==> src/rtl/apogeo_pkg.sv <==
// Shared types and sizing constants for the reorder buffer slice.
package apogeo_pkg;

   localparam int ROB_DEPTH = 64;
   localparam int ROB_TAG_W = 6;

   typedef logic [31:0] data_word_t;

   typedef struct packed {
      data_word_t result;
      logic [4:0] reg_dest;
      logic       exception;
      logic [4:0] exception_vector;
   } rob_entry_t;

endpackage

==> src/rtl/rob_memory.sv <==
// Entry storage for the reorder buffer: one synchronous write port,
// one asynchronous read port addressed by the head pointer.
module rob_memory
   import apogeo_pkg::*;
#(
   parameter int DEPTH = ROB_DEPTH
) (
   input  logic                 clk,
   input  logic                 wr_en,
   input  logic [ROB_TAG_W-1:0] wr_addr,
   input  rob_entry_t           wr_data,
   input  logic [ROB_TAG_W-1:0] rd_addr,
   output rob_entry_t           rd_data
);

   rob_entry_t mem [DEPTH];

   // Store a result at its tag; storage carries no reset.
   always_ff @(posedge clk) begin
      if (wr_en) mem[wr_addr] <= wr_data;
   end

   assign rd_data = mem[rd_addr];

endmodule

==> src/rtl/reorder_buffer.sv <==
// In-order retirement buffer: hands out tags at dispatch, accepts
// out-of-order results and retires them in tag order to writeback.
// Optional macro ROB_BYPASS_EN: a result written to the empty head slot
// retires in the same cycle instead of one cycle later.
// Optional macro TEST_DESIGN: checks that writes target allocated tags.
module reorder_buffer
   import apogeo_pkg::*;
#(
   parameter int DEPTH = ROB_DEPTH
) (
   input  logic                 clk_i,
   input  logic                 rst_i,
   input  logic                 flush_i,
   input  logic                 stall_i,
   input  logic                 alloc_i,
   output logic [ROB_TAG_W-1:0] alloc_tag_o,
   output logic                 full_o,
   output logic                 empty_o,
   input  logic                 write_i,
   input  logic [ROB_TAG_W-1:0] write_tag_i,
   input  rob_entry_t           entry_i,
   output logic                 retire_o,
   output logic [ROB_TAG_W-1:0] retire_tag_o,
   output logic                 wb_write_o,
   output logic [4:0]           wb_reg_o,
   output data_word_t           wb_data_o,
   output logic                 exception_o,
   output logic [4:0]           exception_vector_o
);

   localparam logic [ROB_TAG_W:0] FULL_COUNT = (ROB_TAG_W+1)'(DEPTH);

   logic [ROB_TAG_W-1:0] head;
   logic [ROB_TAG_W-1:0] tail;
   logic [ROB_TAG_W:0]   count;
   logic [DEPTH-1:0]     valid;
   rob_entry_t           head_entry;
   rob_entry_t           retire_entry;
   logic                 bypass_hit;

   rob_memory #(.DEPTH(DEPTH)) u_mem (
      .clk     (clk_i),
      .wr_en   (write_i),
      .wr_addr (write_tag_i),
      .wr_data (entry_i),
      .rd_addr (head),
      .rd_data (head_entry)
   );

`ifdef ROB_BYPASS_EN
   assign bypass_hit = write_i && (write_tag_i == head) && !valid[head];
`else
   assign bypass_hit = 1'b0;
`endif

   // Retire path is combinational from head state (or the bypassed write).
   assign retire_entry       = bypass_hit ? entry_i : head_entry;
   assign retire_o           = (valid[head] || bypass_hit) && !stall_i && !flush_i;
   assign retire_tag_o       = retire_o ? head : '0;
   assign wb_write_o         = retire_o && !retire_entry.exception;
   assign wb_reg_o           = retire_o ? retire_entry.reg_dest : '0;
   assign wb_data_o          = retire_o ? retire_entry.result : '0;
   assign exception_o        = retire_o && retire_entry.exception;
   assign exception_vector_o = exception_o ? retire_entry.exception_vector : '0;

   // Status comes from the registered count, so a same-cycle retire
   // never frees a slot for allocation.
   assign alloc_tag_o = tail;
   assign full_o      = (count == FULL_COUNT);
   assign empty_o     = (count == '0);

   // Pointer, occupancy and valid-bit bookkeeping; flush and reset win.
   always_ff @(posedge clk_i) begin
      if (rst_i || flush_i) begin
         head  <= '0;
         tail  <= '0;
         count <= '0;
         valid <= '0;
      end else begin
         if (alloc_i) begin
            tail        <= tail + 1'b1;
            valid[tail] <= 1'b0;
         end
         if (retire_o) begin
            head        <= head + 1'b1;
            valid[head] <= 1'b0;
         end
         // A bypassed entry leaves straight away and never becomes valid.
         if (write_i && !(bypass_hit && retire_o))
            valid[write_tag_i] <= 1'b1;
         unique case ({alloc_i, retire_o})
            2'b10:   count <= count + 1'b1;
            2'b01:   count <= count - 1'b1;
            default: count <= count;
         endcase
      end
   end

`ifdef TEST_DESIGN
   logic [ROB_TAG_W-1:0] write_offset;
   assign write_offset = write_tag_i - head;

   // A write must land inside the allocated window [head, head+count).
   always_ff @(posedge clk_i) begin
      if (!rst_i && !flush_i && write_i)
         assert ({1'b0, write_offset} < count)
         else $error("reorder_buffer: write to unallocated tag %0d", write_tag_i);
   end
`endif

endmodule

==> config.mk <==
export PLATFORM = sky130hd
export DESIGN_NAME = reorder_buffer
export DESIGN_NICKNAME = d
export VERILOG_FILES = /design/src/rtl/apogeo_pkg.sv /design/src/rtl/rob_memory.sv /design/src/rtl/reorder_buffer.sv
export SDC_FILE = /design/constraint.sdc
export NUM_CORES = 2
export LEC_CHECK = 0
export ABC_AREA = 1
export CAP_MARGIN = 20
export CORE_MARGIN = 2
export CORE_UTILIZATION = 48
export CTS_BUF_LIST = sky130_fd_sc_hd__clkbuf_4 sky130_fd_sc_hd__clkbuf_8
export DETAILED_ROUTE_END_ITERATION = 12
export HOLD_SLACK_MARGIN = 0.15
export SETUP_SLACK_MARGIN = 0.3
export SLEW_MARGIN = 20
export SYNTH_ARGS = -nofsm -noshare
export SYNTH_HDL_FRONTEND = slang
export SYNTH_SLANG_ARGS = --single-unit
export TNS_END_PERCENT = 30
==> constraint.sdc <==
create_clock -name clk_i -period 6.2 [get_ports clk_i]
set_input_delay 0.93 -clock clk_i [delete_from_list [all_inputs] [get_ports clk_i]]
set_output_delay 0.93 -clock clk_i [all_outputs]
set_load 0.03 [all_outputs]
# After elaboration in Yosys (flattened, before gate mapping)

Memory sizes are Yosys's and may differ from the RTL's. A register that Yosys moved wholly into a read port is not among the register bits.
Cells that the tools add are included.

Register bits: 83
Memory bits (writable): 2752
Output and inout bits: 59
Word-level logic and storage cells: 58
Input port bits: 55
Bits in read-only memories: 0
Memories kept: 1
Bits in latches: 0

Reduce and logical (&&, ||, !) cells: 13
$mul: 0
$add $sub $neg: 4
Shifts and indexed selects: 0
Bitwise logic cells: 5
Eq/ne operators: 3
Multiplexer cells: 22
Div/mod/pow operators: 0
Magnitude comparators: 6

Memories:

| name      | depth | width | read ports | clocked after Yosys merged registers in | wr ports | RTL line         | text |
|---|---|---|---|---|---|---|---|
| u_mem.mem | 64    | 43    | 1          | 1                                       | 1        | rob_memory.sv:16 | `rob_entry_t mem [DEPTH];` |

Operators with widths:

| cell                                                                         | count |
|---|---|
| 64-bit 2-to-1 mux                                                            | 5 |
| 64-bit bitwise AND                                                           | 2 |
| 64-bit NOT                                                                   | 2 |
| 64-bit OR                                                                    | 1 |
| 32-bit 2-to-1 mux                                                            | 1 |
| 6-bit by 7-bit less-than comparator with 1-bit output, second input constant | 3 |
| 1-bit demux with 6-bit select                                                | 3 |
| 6-bit by 1-bit >= comparator with 1-bit output, second input constant        | 3 |
| 6-bit 2-to-1 mux                                                             | 3 |
| 7-bit one-hot mux with 2 select lines                                        | 1 |
| 6-bit by 1-bit adder with 6-bit output, second input constant                | 2 |
| 5-bit 2-to-1 mux                                                             | 2 |
| 7-bit by 1-bit adder with 7-bit output, second input constant                | 1 |
| 7-bit equality test, second input constant                                   | 1 |
| 1-bit logical AND                                                            | 7 |
| 7-bit zero test                                                              | 1 |
| 7-bit by 1-bit subtractor with 7-bit output, second input constant           | 1 |
| 1-bit binary-select mux with 6-bit select                                    | 1 |
| 1-bit 2-to-1 mux                                                             | 6 |
| 1-bit zero test                                                              | 3 |
| 2-bit by 1-bit equality test with 1-bit output, second input constant        | 1 |
| 2-bit equality test, second input constant                                   | 1 |
| 2-bit nonzero test                                                           | 1 |
| 1-bit logical OR                                                             | 1 |

# Depth between registers and ports, before layout

Depth after elaboration: 13
Mapped depth: 28
Mapped depth without buffers: 26

# Hierarchy

Synthesis repeated with hierarchy kept, for this count alone.

Cell total of the unflattened synthesis: 10078
Area total of the unflattened synthesis: 116386.6 um2

By module, submodules not included:

| module         | cells an instance | seq. area each (um2) | times used | area each (um2) |
|---|---|---|---|---|
| rob_memory     | 9031              | 82639.3              | 1          | 110342.1 |
| reorder_buffer | 1047              | 1661.6               | 1          | 6044.5 |

# Least setup slack after synthesis

No wires, ideal clock.

Path kind: input -> register
Start point: input write_tag_i[4]
End point: memory u_mem.mem[55][0] (netlist bit) (enable)
Library setup time: 0.499 ns
Setup slack: 1.372 ns
Data required time: 5.701 ns
Stages: 4
Arrival: 4.329 ns
Buffers on the path: 0
Path through: inv_1 > nor3_1 > inv_1 > nor3_1

RTL lines:

| element         | RTL line             | text |
|---|---|---|
| start, declared | reorder_buffer.sv:20 | `input logic [ROB_TAG_W-1:0] write_tag_i,` |
| end, declared   | rob_memory.sv:16     |  |

No word-level cell before the write port.

==> results.yml <==
outcome:
  status: "complete, no violations"
detailed_routing:
  wirelength_mm: 373
  met1_length_mm: 148
  wl_per_cell_um: 28.0
  routed.top_layer: "met5"
  ant_nets: 0
  drtIter0Drc: 10864
  num_vias: 80608
  wl_met3_mm: 37.6
  drc: 0
  route.met2.wl_mm: 169
  first_pass_iters: 6
  via_per_inst: 6.05
pwr:
  powerDensity_nw_per_um2: 290
  vdd_drop_max_uv: 206
  p_leak_nw: 44.3
setup_path:
  cp_max_fo: 105
  crit_path_frequent_cell: "nand3_1"
  setup.worst_path.end_class: "output pin"
  rrSetupSlack_ns: 1.59
  critPathSlowestCell: "dfxtp_4"
  worstReg2RegEnd: "count[6]$_SDFFE_PP0P_"
  path_cells: "buf_12 > buf_4 > nor2_1 > o22ai_1 > nand2_1 > nand3_1 > nand3_1 > nand3_1 > nand2_1 > nor2_1 > buf_12"
  timing.rr.start: "head[2]$_SDFFE_PP0N_"
  r2r_cells: 23
  critPathLaunchType: "flop"
  cp_data_arrival_time_ns: 4.91
  cp.required_ns: 5.27
  path_delay_family: "buffers and inverters"
  path_class: "reg -> out"
  worst-path-buf-inv: 3
  max_stage_delay_ns: 0.91
synthesis:
  yosys_warnings: 0
  synth_seq_cells: 2841
  synthTopCellsByCount: "edfxtp_1, nand2_1, nand3_1, nor2_1, o21ai_0"
  synthFlopType: "edfxtp_1"
  synth_top_area_cell: "edfxtp_1"
  synthArstFlopShare_pct: 0
  seq_area_frac_synth_pct: 73.7
  synth.area.top_cells: "edfxtp_1, nand3_1, nand2_1"
  yosys.area.top_type_share_pct: 72.1
  synth_most_common_cell: "edfxtp_1"
  ys_types: 31
  postSynthCellCount: 9647
  syn_area_per_cell_um2: 11.9
  synth-edff-count: 2752
  syn_area_um2: 115000
  synthesis.nets: 9708
timing:
  final_max_slew_viol_count: 0
  setup_viol_count_final: 0
  relSlewSlack_pct: 20.3
  finalHoldViolations: 0
  fin_crit_ns: 5.84
  tightest_slew_ns: 1.19
  timing.fmax_ghz: 0.171
  finalSetupTns_ns: 0
  grt_setup_unrepaired: "yes"
  finalCritPeriodShare_pct: 94.2
  fin_skew_ns: 0.0766
floorplan:
  rows: 179
  io_pins: 114
  start_util_pct: 48.2
  die_x_um: 493
  coreArea_um2: 238000
  die-height_um: 493
  die-area_um2: 243000
clocking:
  cts_buffers: 469
  cts_root_buf: "clkbuf_8"
  clock-sinks: 2841
  clk_latency_ns: 1.16
  path_clk_slew_ns: 0.07
  cts_max_level: 5
  cts_tree: "built"
  clk_path_buf_depth: 4
finish:
  nets: 9869
  area_growth_pct: 12.6
  drive_above_1_share_pct: 10.8
  finish.utilization_pct: 54.3
  final_cell_area_um2: 129000
hold_path:
  hp-start: "entry_i[21]"
  worstHoldPathType: "in -> reg"
  hold_path_depth: 1
  hold_end: "u_mem.mem[57][21]$_DFFE_PP_"
global_routing:
  grt_max_degree: 161
  antenna_found_initial: 24
  grt_pass1_vias: 75902
  grt-ovfl-total: 0
  grt_pass1_wl_mm: 532
  grt_usage_pct: 30.1
placement:
  port_buffers: 113
  placed_cell_area_um2: 120000
  dpl.hpwl_mm: 190
  place_congestion: 0.878
flow_run:
  drv_cap: 0
-- report_power, final --
group          switching, mW  internal, mW  total [mW]
logic                  0.453        0.0682       0.521
clock network           7.33          8.31        15.6
registers             0.0297          21.2        21.2
total                   7.81          29.6        37.4
-- cell usage in the layout (no fill, tap or decap), types with 2 or more instances in the layout --
cell	count
nand2_1	2373
clkinv_1	113
nand4_1	65
o221ai_1	89
o22ai_1	114
clkinv_2	38
a21oi_1	132
nor3_2	3
nor3_1	26
buf_12	103
buf_2	36
nand3_1	1982
inv_8	3
o211ai_1	6
o21ai_1	17
clkbuf_8	475
diode_2	18
xnor2_1	2
nor2_4	62
edfxtp_1	2752
o21a_1	4
nor2_1	583
clkbuf_4	163
clkinvlp_4	7
buf_4	180
dfxtp_4	6
o21ai_0	444
clkdlybuf4s50_1	19
inv_1	185
a22o_1	6
a31oi_1	2
inv_12	2
a21boi_0	28
dfxtp_1	83
ha_1	6
inv_6	5
bufinv_16	7
xor2_1	10
inv_2	4
-- flip-flops by register name, summed over array words and instances (netlist names), named ones only --
| signal | flops |
|---|---|
| u_mem.mem | 2752 |
| valid | 64 |
| count | 7 |
| alloc_tag_o | 6 |
| head | 6 |
-- layer usage --
layer,track usage (%),vias up
met2,46.0,4634
met3,5.53,950
met1,42.2,40066
met4,13.8,6
met5,0,-
li1,-,34952
-- per-stage QoR --
stage               std cells  hold slack [ns]  total power, mW  worst slack [ns]
floorplan                9647            0.459             21.7              1.37
global route            13318            0.328             38.4             0.201
global placement        12500            0.483             22.1              1.58
finish                  13327            0.335             37.4             0.358
CTS                     13307            0.408             37.5             0.322
detailed placement      12502            0.488             22.1              1.59
-- kinds of logic (layout without fill, tap and decap cells) --
logic type               count (synthesis)  in the layout  share of synthesized area (%)
AND/OR/NAND/NOR                       5097           5097                           19.0
flip-flops                            2841           2841                           73.7
buffers and inverters                  847           1342                           2.95
AO/OA/AOI/OAI                          843            843                           4.20
XOR/XNOR                                12             12                         0.0917
adder cells (fa/ha/maj)                  6              6                         0.0655
multiplexers                             1              1                        0.00873
other                                    0             18                              0
-- worst reg2reg max path, stage by stage (launching register included) --
cell,delay [ns]
dfxtp_1,0.70
inv_1,0.36
nor2_1,0.53
nand3_1,0.15
nand2_1,0.13
o21ai_0,0.10
nand2_1,0.08
nor2_1,0.05
nand2_2,0.10
nand3_4,0.09
inv_2,0.34
ha_1,0.47
xnor2_1,0.16
inv_1,0.08
ha_1,0.18
a21oi_1,0.21
inv_1,0.07
nand3_1,0.08
nand3_1,0.11
nand3_1,0.09
nand2_1,0.06
xor2_1,0.14
nand2_1,0.07
a21oi_1,0.06
-- worst max-delay path by stage --
stage / slack [ns] / depth (start not counted) / to
after floorplan: 1.37 / 4 / u_mem.mem[55][0]$_DFFE_PP_
after global placement: 1.58 / 13 / wb_data_o[28]
after detailed placement: 1.59 / 9 / wb_data_o[26]
after CTS: 0.32 / 9 / wb_data_o[26]
after global routing: 0.20 / 11 / wb_data_o[9]
final: 0.36 / 11 / wb_data_o[9]
-- area by class of cell --
| class | instances | area, µm² |
|---|---|---|
| Clock buffer | 638 | 7760 |
| Inverter | 197 | 781 |
| Multi-Input combinational cell | 5959 | 27300 |
| Antenna cell | 18 | 45.0 |
| Fill cell | 19931 | 109000 |
| Clock inverter | 167 | 916 |
| Timing Repair Buffer | 340 | 3820 |
| Tap cell | 3167 | 3960 |
| Sequential cell | 2841 | 84400 |
-- timing repair --
| item | 4_1_cts | 5_1_grt |
|---|---|---|
| hold buffers | 0 | 1 |
| buffers inserted | 0 | 0 |
| gates resized for setup | 0 | 2 |
| setup endpoints to repair | 0 | 13 |
| hold endpoints to repair | 0 | 6 |
Power figures use the tool's default switching activity.
